File: src/rtl/uart_pattern_scan.sv
// ---------------------------------------------------------------------------
// uart_pattern_scan
//   UART receiver (8N1-style, optional parity) that streams every accepted
//   data bit into a 16-bit history window and flags when the newest
//   PAT_WIDTH bits equal PATTERN.
//
// Ports
//   clk           : system clock, all logic on the rising edge
//   rst_n         : synchronous active-low reset
//   rx            : asynchronous serial line, idle high
//   bit_strobe    : one-cycle pulse per accepted data bit
//   shift_window  : data-bit history, newest bit in bit 0
//   match         : one-cycle pulse, one cycle after the strobe that completes the pattern
//   match_count   : saturating count of match pulses
//   rx_data       : last received byte, LSB-aligned
//   frame_done    : one-cycle pulse at the end of each completed frame
//   framing_error : stop-bit status of the last completed frame
//   parity_error  : parity status of the last completed frame
//   busy          : receiver FSM is outside IDLE
//   dbg_state     : current FSM state encoding
//
// Handshake: there is no back-pressure; every strobe/pulse output is a
// single-cycle event that the consumer must capture when it is high.
// ---------------------------------------------------------------------------
module uart_pattern_scan #(
   parameter int          CLK_FREQ_HZ = 50_000_000,
   parameter int          BAUD_RATE   = 115_200,
   parameter int          DATA_BITS   = 8,
   parameter int          PARITY_MODE = 0,
   parameter int          PAT_WIDTH   = 4,
   parameter logic [15:0] PATTERN     = 16'h0007,
   parameter int          OVERLAP     = 1
) (
   input  logic        clk,
   input  logic        rst_n,
   input  logic        rx,
   output logic        bit_strobe,
   output logic [15:0] shift_window,
   output logic        match,
   output logic [15:0] match_count,
   output logic [7:0]  rx_data,
   output logic        frame_done,
   output logic        framing_error,
   output logic        parity_error,
   output logic        busy,
   output logic [2:0]  dbg_state
);

   localparam int BIT_PERIOD  = CLK_FREQ_HZ / BAUD_RATE;
   localparam int HALF_PERIOD = BIT_PERIOD / 2;
   localparam int CW          = $clog2(BIT_PERIOD + 1);

   localparam logic [CW-1:0] LD_HALF  = CW'(HALF_PERIOD - 1);
   localparam logic [CW-1:0] LD_FULL  = CW'(BIT_PERIOD - 1);
   localparam logic [2:0]    LAST_BIT = 3'(DATA_BITS - 1);
   localparam logic [4:0]    FILL_MAX = 5'(PAT_WIDTH);
   localparam logic [15:0]   PAT_MASK = 16'((32'd1 << PAT_WIDTH) - 32'd1);

   typedef enum logic [2:0] {
      S_IDLE      = 3'd0,
      S_START     = 3'd1,
      S_DATA      = 3'd2,
      S_PARITY    = 3'd3,
      S_STOP      = 3'd4,
      S_WAIT_IDLE = 3'd5
   } state_t;

   state_t        r_state;
   logic          r_rx_meta;
   logic          r_rx_sync;
   logic [CW-1:0] r_baud_cnt;
   logic [2:0]    r_bit_idx;
   logic [7:0]    r_data_buf;
   logic          r_par_acc;
   logic          r_par_err_pend;
   logic          r_bit_strobe;
   logic [15:0]   r_shift_window;
   logic          r_frame_done;
   logic [7:0]    r_rx_data;
   logic          r_framing_error;
   logic          r_parity_error;
   logic [4:0]    r_fill;
   logic          r_match;
   logic [15:0]   r_match_count;

   logic w_rx;
   logic w_tick;
   logic w_sample_data;
   logic w_window_hit;

   // Two-flop synchronizer; flops reset to the idle line level.
   always_ff @(posedge clk) begin
      if (!rst_n) begin
         r_rx_meta <= 1'b1;
         r_rx_sync <= 1'b1;
      end else begin
         r_rx_meta <= rx;
         r_rx_sync <= r_rx_meta;
      end
   end

   assign w_rx          = r_rx_sync;
   assign w_tick        = (r_baud_cnt == '0);
   assign w_sample_data = (r_state == S_DATA) && w_tick;

   // Receiver FSM with its registered outputs.
   always_ff @(posedge clk) begin
      if (!rst_n) begin
         r_state         <= S_IDLE;
         r_baud_cnt      <= '0;
         r_bit_idx       <= '0;
         r_data_buf      <= '0;
         r_par_acc       <= 1'b0;
         r_par_err_pend  <= 1'b0;
         r_bit_strobe    <= 1'b0;
         r_shift_window  <= '0;
         r_frame_done    <= 1'b0;
         r_rx_data       <= '0;
         r_framing_error <= 1'b0;
         r_parity_error  <= 1'b0;
      end else begin
         r_bit_strobe <= 1'b0;
         r_frame_done <= 1'b0;
         // Free-running down count; each state reloads it when it samples.
         if (r_baud_cnt != '0) r_baud_cnt <= r_baud_cnt - 1'b1;
         case (r_state)
            S_IDLE: begin
               if (!w_rx) begin
                  r_state    <= S_START;
                  r_baud_cnt <= LD_HALF;
               end
            end
            S_START: begin
               if (w_tick) begin
                  if (!w_rx) begin
                     r_state    <= S_DATA;
                     r_baud_cnt <= LD_FULL;
                     r_bit_idx  <= '0;
                     r_par_acc  <= 1'b0;
                     r_data_buf <= '0;
                  end else begin
                     // Start bit did not survive to mid-bit: a glitch.
                     r_state <= S_IDLE;
                  end
               end
            end
            S_DATA: begin
               if (w_tick) begin
                  r_baud_cnt            <= LD_FULL;
                  r_bit_strobe          <= 1'b1;
                  r_shift_window        <= {r_shift_window[14:0], w_rx};
                  r_data_buf[r_bit_idx] <= w_rx;
                  r_par_acc             <= r_par_acc ^ w_rx;
                  if (r_bit_idx == LAST_BIT) begin
                     r_state <= (PARITY_MODE != 0) ? S_PARITY : S_STOP;
                  end else begin
                     r_bit_idx <= r_bit_idx + 1'b1;
                  end
               end
            end
            S_PARITY: begin
               if (w_tick) begin
                  r_baud_cnt     <= LD_FULL;
                  // Even: data^parity must be 0; odd: must be 1.
                  r_par_err_pend <= (r_par_acc ^ w_rx) != (PARITY_MODE == 2);
                  r_state        <= S_STOP;
               end
            end
            S_STOP: begin
               if (w_tick) begin
                  r_frame_done    <= 1'b1;
                  r_framing_error <= !w_rx;
                  r_parity_error  <= (PARITY_MODE != 0) && r_par_err_pend;
                  r_rx_data       <= r_data_buf;
                  r_state         <= w_rx ? S_IDLE : S_WAIT_IDLE;
               end
            end
            S_WAIT_IDLE: begin
               // A low stop bit leaves the line low; wait for it to idle.
               if (w_rx) r_state <= S_IDLE;
            end
            default: r_state <= S_IDLE;
         endcase
      end
   end

   // The window already holds the new bit in the strobe cycle, so the
   // comparison there yields a match pulse on the following cycle.
   assign w_window_hit = (r_fill >= FILL_MAX) &&
                         ((r_shift_window & PAT_MASK) == (PATTERN & PAT_MASK));

   always_ff @(posedge clk) begin
      if (!rst_n) begin
         r_fill        <= '0;
         r_match       <= 1'b0;
         r_match_count <= '0;
      end else begin
         r_match <= 1'b0;
         if (r_bit_strobe && w_window_hit) begin
            r_match <= 1'b1;
            if (r_match_count != 16'hFFFF) r_match_count <= r_match_count + 1'b1;
            if (OVERLAP == 0) r_fill <= '0;
         end
         // Bit samples are at least BIT_PERIOD apart, never on a match edge.
         if (w_sample_data && (r_fill != FILL_MAX)) r_fill <= r_fill + 1'b1;
      end
   end

   assign bit_strobe    = r_bit_strobe;
   assign shift_window  = r_shift_window;
   assign match         = r_match;
   assign match_count   = r_match_count;
   assign rx_data       = r_rx_data;
   assign frame_done    = r_frame_done;
   assign framing_error = r_framing_error;
   assign parity_error  = r_parity_error;
   assign busy          = (r_state != S_IDLE);
   assign dbg_state     = r_state;

endmodule

File: config.mk
export PLATFORM = sky130hd
export DESIGN_NAME = uart_pattern_scan
export DESIGN_NICKNAME = d
export VERILOG_FILES = /design/src/rtl/uart_pattern_scan.sv
export SDC_FILE = /design/constraint.sdc
export NUM_CORES = 1
export LEC_CHECK = 0
export ABC_CLOCK_PERIOD_IN_PS = 2750
export CAP_MARGIN = 0
export CELL_PAD_IN_SITES_DETAIL_PLACEMENT = 0
export CELL_PAD_IN_SITES_GLOBAL_PLACEMENT = 2
export CORE_UTILIZATION = 25
export DETAILED_ROUTE_END_ITERATION = 10
export MAX_ROUTING_LAYER = met4
export PLACE_DENSITY = 0.73
export SLEW_MARGIN = 5
export SYNTH_ARGS = -nofsm -noshare
export SYNTH_HDL_FRONTEND = slang
export SYNTH_SLANG_ARGS = --single-unit
File: constraint.sdc
create_clock -name clk -period 2.75 [get_ports clk]
set_input_delay 0.55 -clock clk [delete_from_list [all_inputs] [get_ports clk]]
set_output_delay 0.55 -clock clk [all_outputs]
set_load 0.03 [all_outputs]
==> results.json, run 1 <==
{
  "cap_violations": 0,
  "dieArea_mm2": 0.0146,
  "cts_resized": 0,
  "place_hpwl_um": 5910,
  "critPathKind": "flop to primary output",
  "synth_top_flop_cell": "dfxtp_1",
  "synth_top_area_share": 0.420,
  "antenna_found_initial": 0,
  "seq_area_frac_synth": 0.420,
  "fin_crit_sh": 0.874,
  "critPathLaunch": "dbg_state[2]",
  "synth_area_leaders": "dfxtp_1 (42%), a21oi_1 (5.7%), mux2i_1 (5.1%)",
  "clkTransAtPathRegs_ns": 0.06,
  "path_buf_inv": 1,
  "path_depth": 2,
  "crit_arrival_ns": 1.85,
  "finalSetupViolations": 0,
  "cp_data_required_time_ns": 2.20,
  "skew_ns": 0.0101,
  "setup_slack_ns": 0.345,
  "start_util": 0.255,
  "cts.sinks": 74,
  "gp_congestion": 0.790,
  "ir_worst_vdd_v": 0.000288,
  "finalHoldViolCount": 0,
  "synth_seq_cells": 74,
  "tns_ns": 0,
  "critPathSlowestCell": "dfxtp_1",
  "synth_compound_gate_area_share": 0.165,
  "p_per_area_mw_per_mm2": 666,
  "leakage_nw": 1.55,
  "dr.pass1.iters": 5,
  "synth_top_family_by_area": "simple AND/OR/NAND/NOR gates",
  "pwr-share-clk": 0.376,
  "p_int_w": 0.00208,
  "critPathCaptureType": "primary output",
  "synth_area_mm2": 0.00353,
  "synth-edff-count": 0,
  "pwr-share-comb": 0.216,
  "synth_cell_types": 57,
  "hold_ws_ns": 0.423,
  "yosysMostFrequentCell": "dfxtp_1",
  "async_flop_share": 0,
  "p_sw_w": 0.000917,
  "ant_nets": 0,
  "status": "finished clean",
  "fmax_mhz": 416,
  "seqPwrFrac": 0.408,
  "io_buffers": 50,
  "drv_slew": 0,
  "clockRootBuffer": "clkbuf_16",
  "routed_wl_um": 8410,
  "crit_family": "flip-flops",
  "numCtsBuffers": 9,
  "path_cells": "or3_1 -> clkdlybuf4s50_1",
  "die_x_um": 121,
  "cts_tree": "yes",
  "grt_max_degree": 36,
  "clock_path_buffers": 2,
  "die_y_um": 121,
  "finalCriticalPeriod_ns": 2.40,
  "cts_hold_buffers": 0,
  "wire_per_inst_um": 13.3,
  "syn2layout_area_growth_pct": 27.5,
  "cts_setup_buffers": 0,
  "rsz0062_at_grt": "false",
  "ff2ff_setup_slack_ns": 0.49,
  "io_pins": 52,
  "crit_end": "busy",
  "synth.avg_cell_area_um2": 8.76,
  "synth_xor_area_frac": 0.0124,
  "grt_pass1_wl_um": 14700,
  "drc": 0,
  "hold_path.class": "flop to flop",
  "synth_fa_ha_area_frac": 0.0284,
  "antenna_cells": 0,
  "synthTopCellsByCount": "dfxtp_1 (74), nand2_1 (47), a21oi_1 (40)",
  "clk-insertion-delay-late_ns": 0.34,
  "vias": 3073,
  "rr_startpoint": "r_baud_cnt[0]",
  "pre_cts_ws_ns": 0.485,
  "worst_pin_slew_ns": 0.631,
  "path_max_fanout": 17,
  "htree_levels": 3,
  "grt_overflow": 0,
  "synth_fp_nets": 414,
  "grt.total_usage": 0.131,
  "r2r_cells": 8,
  "synthSimpleGateAreaFrac": 0.266,
  "syn_inst": 403,
  "start_kind": "flop",
  "nNetsFinal": 459,
  "muxShareOfSynthArea": 0.0553,
  "fin_util": 0.326,
  "yosysTopAreaCell": "dfxtp_1",
  "layout-drive-gt1-share": 0.0971,
  "relSlewSlack": 0.578,
  "fp.coreArea_mm2": 0.0138,
  "grt_pass1_vias": 2902,
  "rows": 43,
  "synth_warnings": 0,
  "via_per_inst": 4.85,
  "r2r_end": "r_baud_cnt[0]",
  "p_sw_frac": 0.306,
  "drt_iter0_markers": 203,
  "cp_slowest_stage_delay_ns": 0.67
}
-- layer usage --
metal / global-route usage / vias up / share of wire
li1: - / 1560 / -
met1: 0.167 / 1442 / 0.48
met2: 0.196 / 57 / 0.46
met3: 0.0321 / 14 / 0.043
met4: 0.0610 / 0 / 0.014
met5: - / - / 0
-- cell families (layout without fill, tap and decap cells) --
logic type	count (synthesis)	count (layout)
AO/OA/AOI/OAI	93	93
XOR/XNOR	5	5
adder cells (fa/ha/maj)	8	8
buffers and inverters	41	91
flip-flops	74	74
multiplexers	19	19
other	1	1
AND/OR/NAND/NOR	162	162
-- registers in the layout, indices dropped and copies added (netlist names) --
register       cells
shift_window      16
match_count       16
r_bit_idx          3
r_rx_meta          1
r_fill             5
dbg_state          3
r_baud_cnt         9
rx_data            8
r_data_buf         8
r_rx_sync          1
framing_error      1
match              1
bit_strobe         1
frame_done         1
-- how the worst min path moves through the flow --
stage | startpoint | endpoint | slack, ns | cells past startpoint
floorplan | r_rx_meta | r_rx_sync | 0.39 | 1
global placement | r_rx_meta | r_rx_sync | 0.40 | 1
detailed placement | r_rx_meta | r_rx_sync | 0.40 | 1
CTS | r_rx_meta | r_rx_sync | 0.42 | 1
global route | r_rx_meta | r_rx_sync | 0.45 | 1
finish | r_rx_meta | r_rx_sync | 0.42 | 1
-- metrics by stage --
step | power, W | std cells | cell area, µm²
final | 0.00300 | 633 | 4500
after global placement | 0.00190 | 617 | 4210
after floorplan | 0.00178 | 403 | 3530
after CTS | 0.00305 | 633 | 4500
after detailed placement | 0.00189 | 617 | 4210
after global routing | 0.00319 | 633 | 4500
-- cells in the final DEF, fill, tap and decap left out, types with 3 or more instances in the layout --
| cell type | n |
|---|---|
| nor2_1 | 22 |
| nand3_1 | 15 |
| nor4_2 | 3 |
| nor4_1 | 6 |
| dfxtp_1 | 74 |
| or4_1 | 13 |
| xnor2_1 | 3 |
| clkbuf_8 | 3 |
| clkbuf_16 | 9 |
| mux2i_1 | 18 |
| buf_4 | 11 |
| nand2b_1 | 8 |
| nand2_1 | 47 |
| o311ai_0 | 4 |
| clkdlybuf4s50_1 | 50 |
| o31ai_1 | 12 |
| inv_1 | 12 |
| nor3_1 | 10 |
| nand4_1 | 8 |
| o211ai_1 | 5 |
| or3_1 | 6 |
| o21a_1 | 5 |
| a21oi_1 | 40 |
| o21ai_0 | 13 |
| ha_1 | 8 |
-- power groups by stage --
stage / sequential [W] / clock (W) / combinational, W
final: 0.00122 / 0.00113 / 0.000648
after global routing: 0.00123 / 0.00123 / 0.000727
after CTS: 0.00122 / 0.00118 / 0.000653
after detailed placement: 0.00124 / 0 / 0.000650
after global placement: 0.00124 / 0 / 0.000657
after floorplan: 0.00121 / 0 / 0.000572
-- final cells by class --
cell class,instances,area [µm²]
flip-flops and latches,74,1480
fillers,1410,9330
repair buffers,61,583
multi-input cells,288,1870
well taps,180,225
inverters,14,52.6
clock buffers,12,267
clock inverters,4,25.0
Power figures use the tool's default switching activity.
==> run 2, diff against run 1 <==
--- a/config.mk
+++ b/config.mk
@@ -11,8 +11,9 @@
 export CELL_PAD_IN_SITES_GLOBAL_PLACEMENT = 2
 export CORE_UTILIZATION = 25
 export DETAILED_ROUTE_END_ITERATION = 10
+export GPL_TIMING_DRIVEN = 0
 export MAX_ROUTING_LAYER = met4
-export PLACE_DENSITY = 0.73
+export PLACE_DENSITY_LB_ADDON = 0.1
 export SLEW_MARGIN = 5
 export SYNTH_ARGS = -nofsm -noshare
 export SYNTH_HDL_FRONTEND = slang
==> results.json, run 2 (synthesized netlist as in run 1, its figures left out) <==
{
  "grt_pass1_wl_um": 16800,
  "cp_data_required_time_ns": 2.20,
  "layout_common_cells": "dfxtp_1 (74), clkdlybuf4s50_1 (50), nand2_1 (47)",
  "finalSetupViolations": 0,
  "place_hpwl_um": 7140,
  "ant_nets": 0,
  "relSlewSlack": 0.257,
  "path_buf_inv": 2,
  "clock_path_buffers": 2,
  "multiInputGateArea_mm2": 0.00186,
  "antenna_found_initial": 0,
  "pre_cts_ws_ns": 0.155,
  "tns_ns": 0,
  "drc": 0,
  "leakage_nw": 1.55,
  "start_util": 0.255,
  "critPathSlowestCell": "clkdlybuf4s50_1",
  "p_sw_frac": 0.323,
  "r2r_cells": 8,
  "status": "finished clean",
  "min_path_cells": 1,
  "grt_overflow": 0,
  "io_buffers": 50,
  "critPathCaptureType": "primary output",
  "crit_family": "buffers and inverters",
  "worst_pin_slew_ns": 1.10,
  "io_pins": 52,
  "clkTransAtPathRegs_ns": 0.06,
  "syn2layout_area_growth_pct": 28.0,
  "die_y_um": 121,
  "path_max_fanout": 10,
  "via_per_inst": 4.99,
  "grt_pass1_vias": 3072,
  "htree_levels": 3,
  "p_int_w": 0.00205,
  "skew_ns": 0.00868,
  "start_kind": "flop",
  "path_cells": "clkbuf_1 -> or3_1 -> clkdlybuf4s50_1",
  "fp.coreArea_mm2": 0.0138,
  "dieArea_mm2": 0.0146,
  "finalCriticalPeriod_ns": 2.57,
  "numCtsBuffers": 9,
  "drt_iter0_markers": 182,
  "dr.pass1.iters": 4,
  "routed_wl_um": 10200,
  "fin_crit_sh": 0.935,
  "nFillCells": 1458,
  "seq_area_mm2": 0.00148,
  "seqPwrFrac": 0.397,
  "grt.total_usage": 0.156,
  "layout-drive-gt1-share": 0.0857,
  "die_x_um": 121,
  "hold_path.class": "flop to flop",
  "clockRootBuffer": "clkbuf_16",
  "antenna_cells": 0,
  "gp_congestion": 0.752,
  "cts.sinks": 74,
  "grt_max_degree": 12,
  "cts_tree": "yes",
  "cp_slowest_stage_delay_ns": 0.66,
  "setup_slack_ns": 0.178,
  "path_depth": 3,
  "p_per_area_mw_per_mm2": 671,
  "pwr-share-clk": 0.360,
  "final_common_cell": "dfxtp_1",
  "pwr-share-comb": 0.244,
  "drv_slew": 0,
  "cts_hold_buffers": 0,
  "fmax_mhz": 389,
  "wire_per_inst_um": 15.8,
  "p_sw_w": 0.000978,
  "rsz0062_at_grt": "false",
  "rows": 43,
  "critPathKind": "flop to primary output",
  "vias": 3229,
  "cts_resized": 0,
  "crit_arrival_ns": 2.02,
  "cts_setup_buffers": 0,
  "nNetsFinal": 475,
  "ir_worst_vdd_v": 0.000248,
  "clk-insertion-delay-late_ns": 0.34,
  "finalHoldViolCount": 0,
  "cap_violations": 0
}
## run 2: worst paths after layout
check | endpoint | slack, ns | startpoint
worst min-delay path | r_rx_sync | 0.42 | r_rx_meta
worst min register to register | r_rx_sync | 0.42 | r_rx_meta
worst max-delay path | busy | 0.18 | dbg_state[2]
worst max register to register | shift_window[15] | 0.38 | r_baud_cnt[0]
## run 2: metal layers
layer / vias up / track usage / routed length [µm]
li1: 1590 / - / -
met1: 1566 / 0.195 / 5030
met2: 58 / 0.239 / 4710
met3: 15 / 0.0340 / 334
met4: 0 / 0.0687 / 167
met5: - / - / 0
## run 2: area by class of cell
cell class | count | share of cell area
well taps | 180 | 0.0499
repair buffers | 50 | 0.111
inverters | 14 | 0.0116
plain buffers | 27 | 0.0296
multi-input cells | 288 | 0.412
clock buffers | 12 | 0.0546
clock inverters | 2 | 0.00332
flip-flops and latches | 74 | 0.328
## run 2: stage by stage
| stage | hold WS [ns] | utilization | instances | total power [W] | instance area (µm²) |
|---|---|---|---|---|---|
| after floorplan | 0.386 | - | 403 | 0.00178 | 3530 |
| after global placement | 0.391 | 0.308 | 633 | 0.00197 | 4260 |
| after detailed placement | 0.405 | 0.308 | 633 | 0.00197 | 4260 |
| after CTS | 0.422 | 0.327 | 647 | 0.00308 | 4520 |
| after global routing | 0.429 | 0.327 | 647 | 0.00321 | 4520 |
| final | 0.416 | 0.327 | 647 | 0.00303 | 4520 |
## run 2: power groups by stage
stage               sequential (W)  combinational, W  clock [W]
floorplan                  0.00121          0.000572          0
global placement           0.00123          0.000744          0
detailed placement         0.00123          0.000741          0
CTS                        0.00120          0.000744    0.00113
global route               0.00121          0.000818    0.00118
finish                     0.00120          0.000740    0.00109
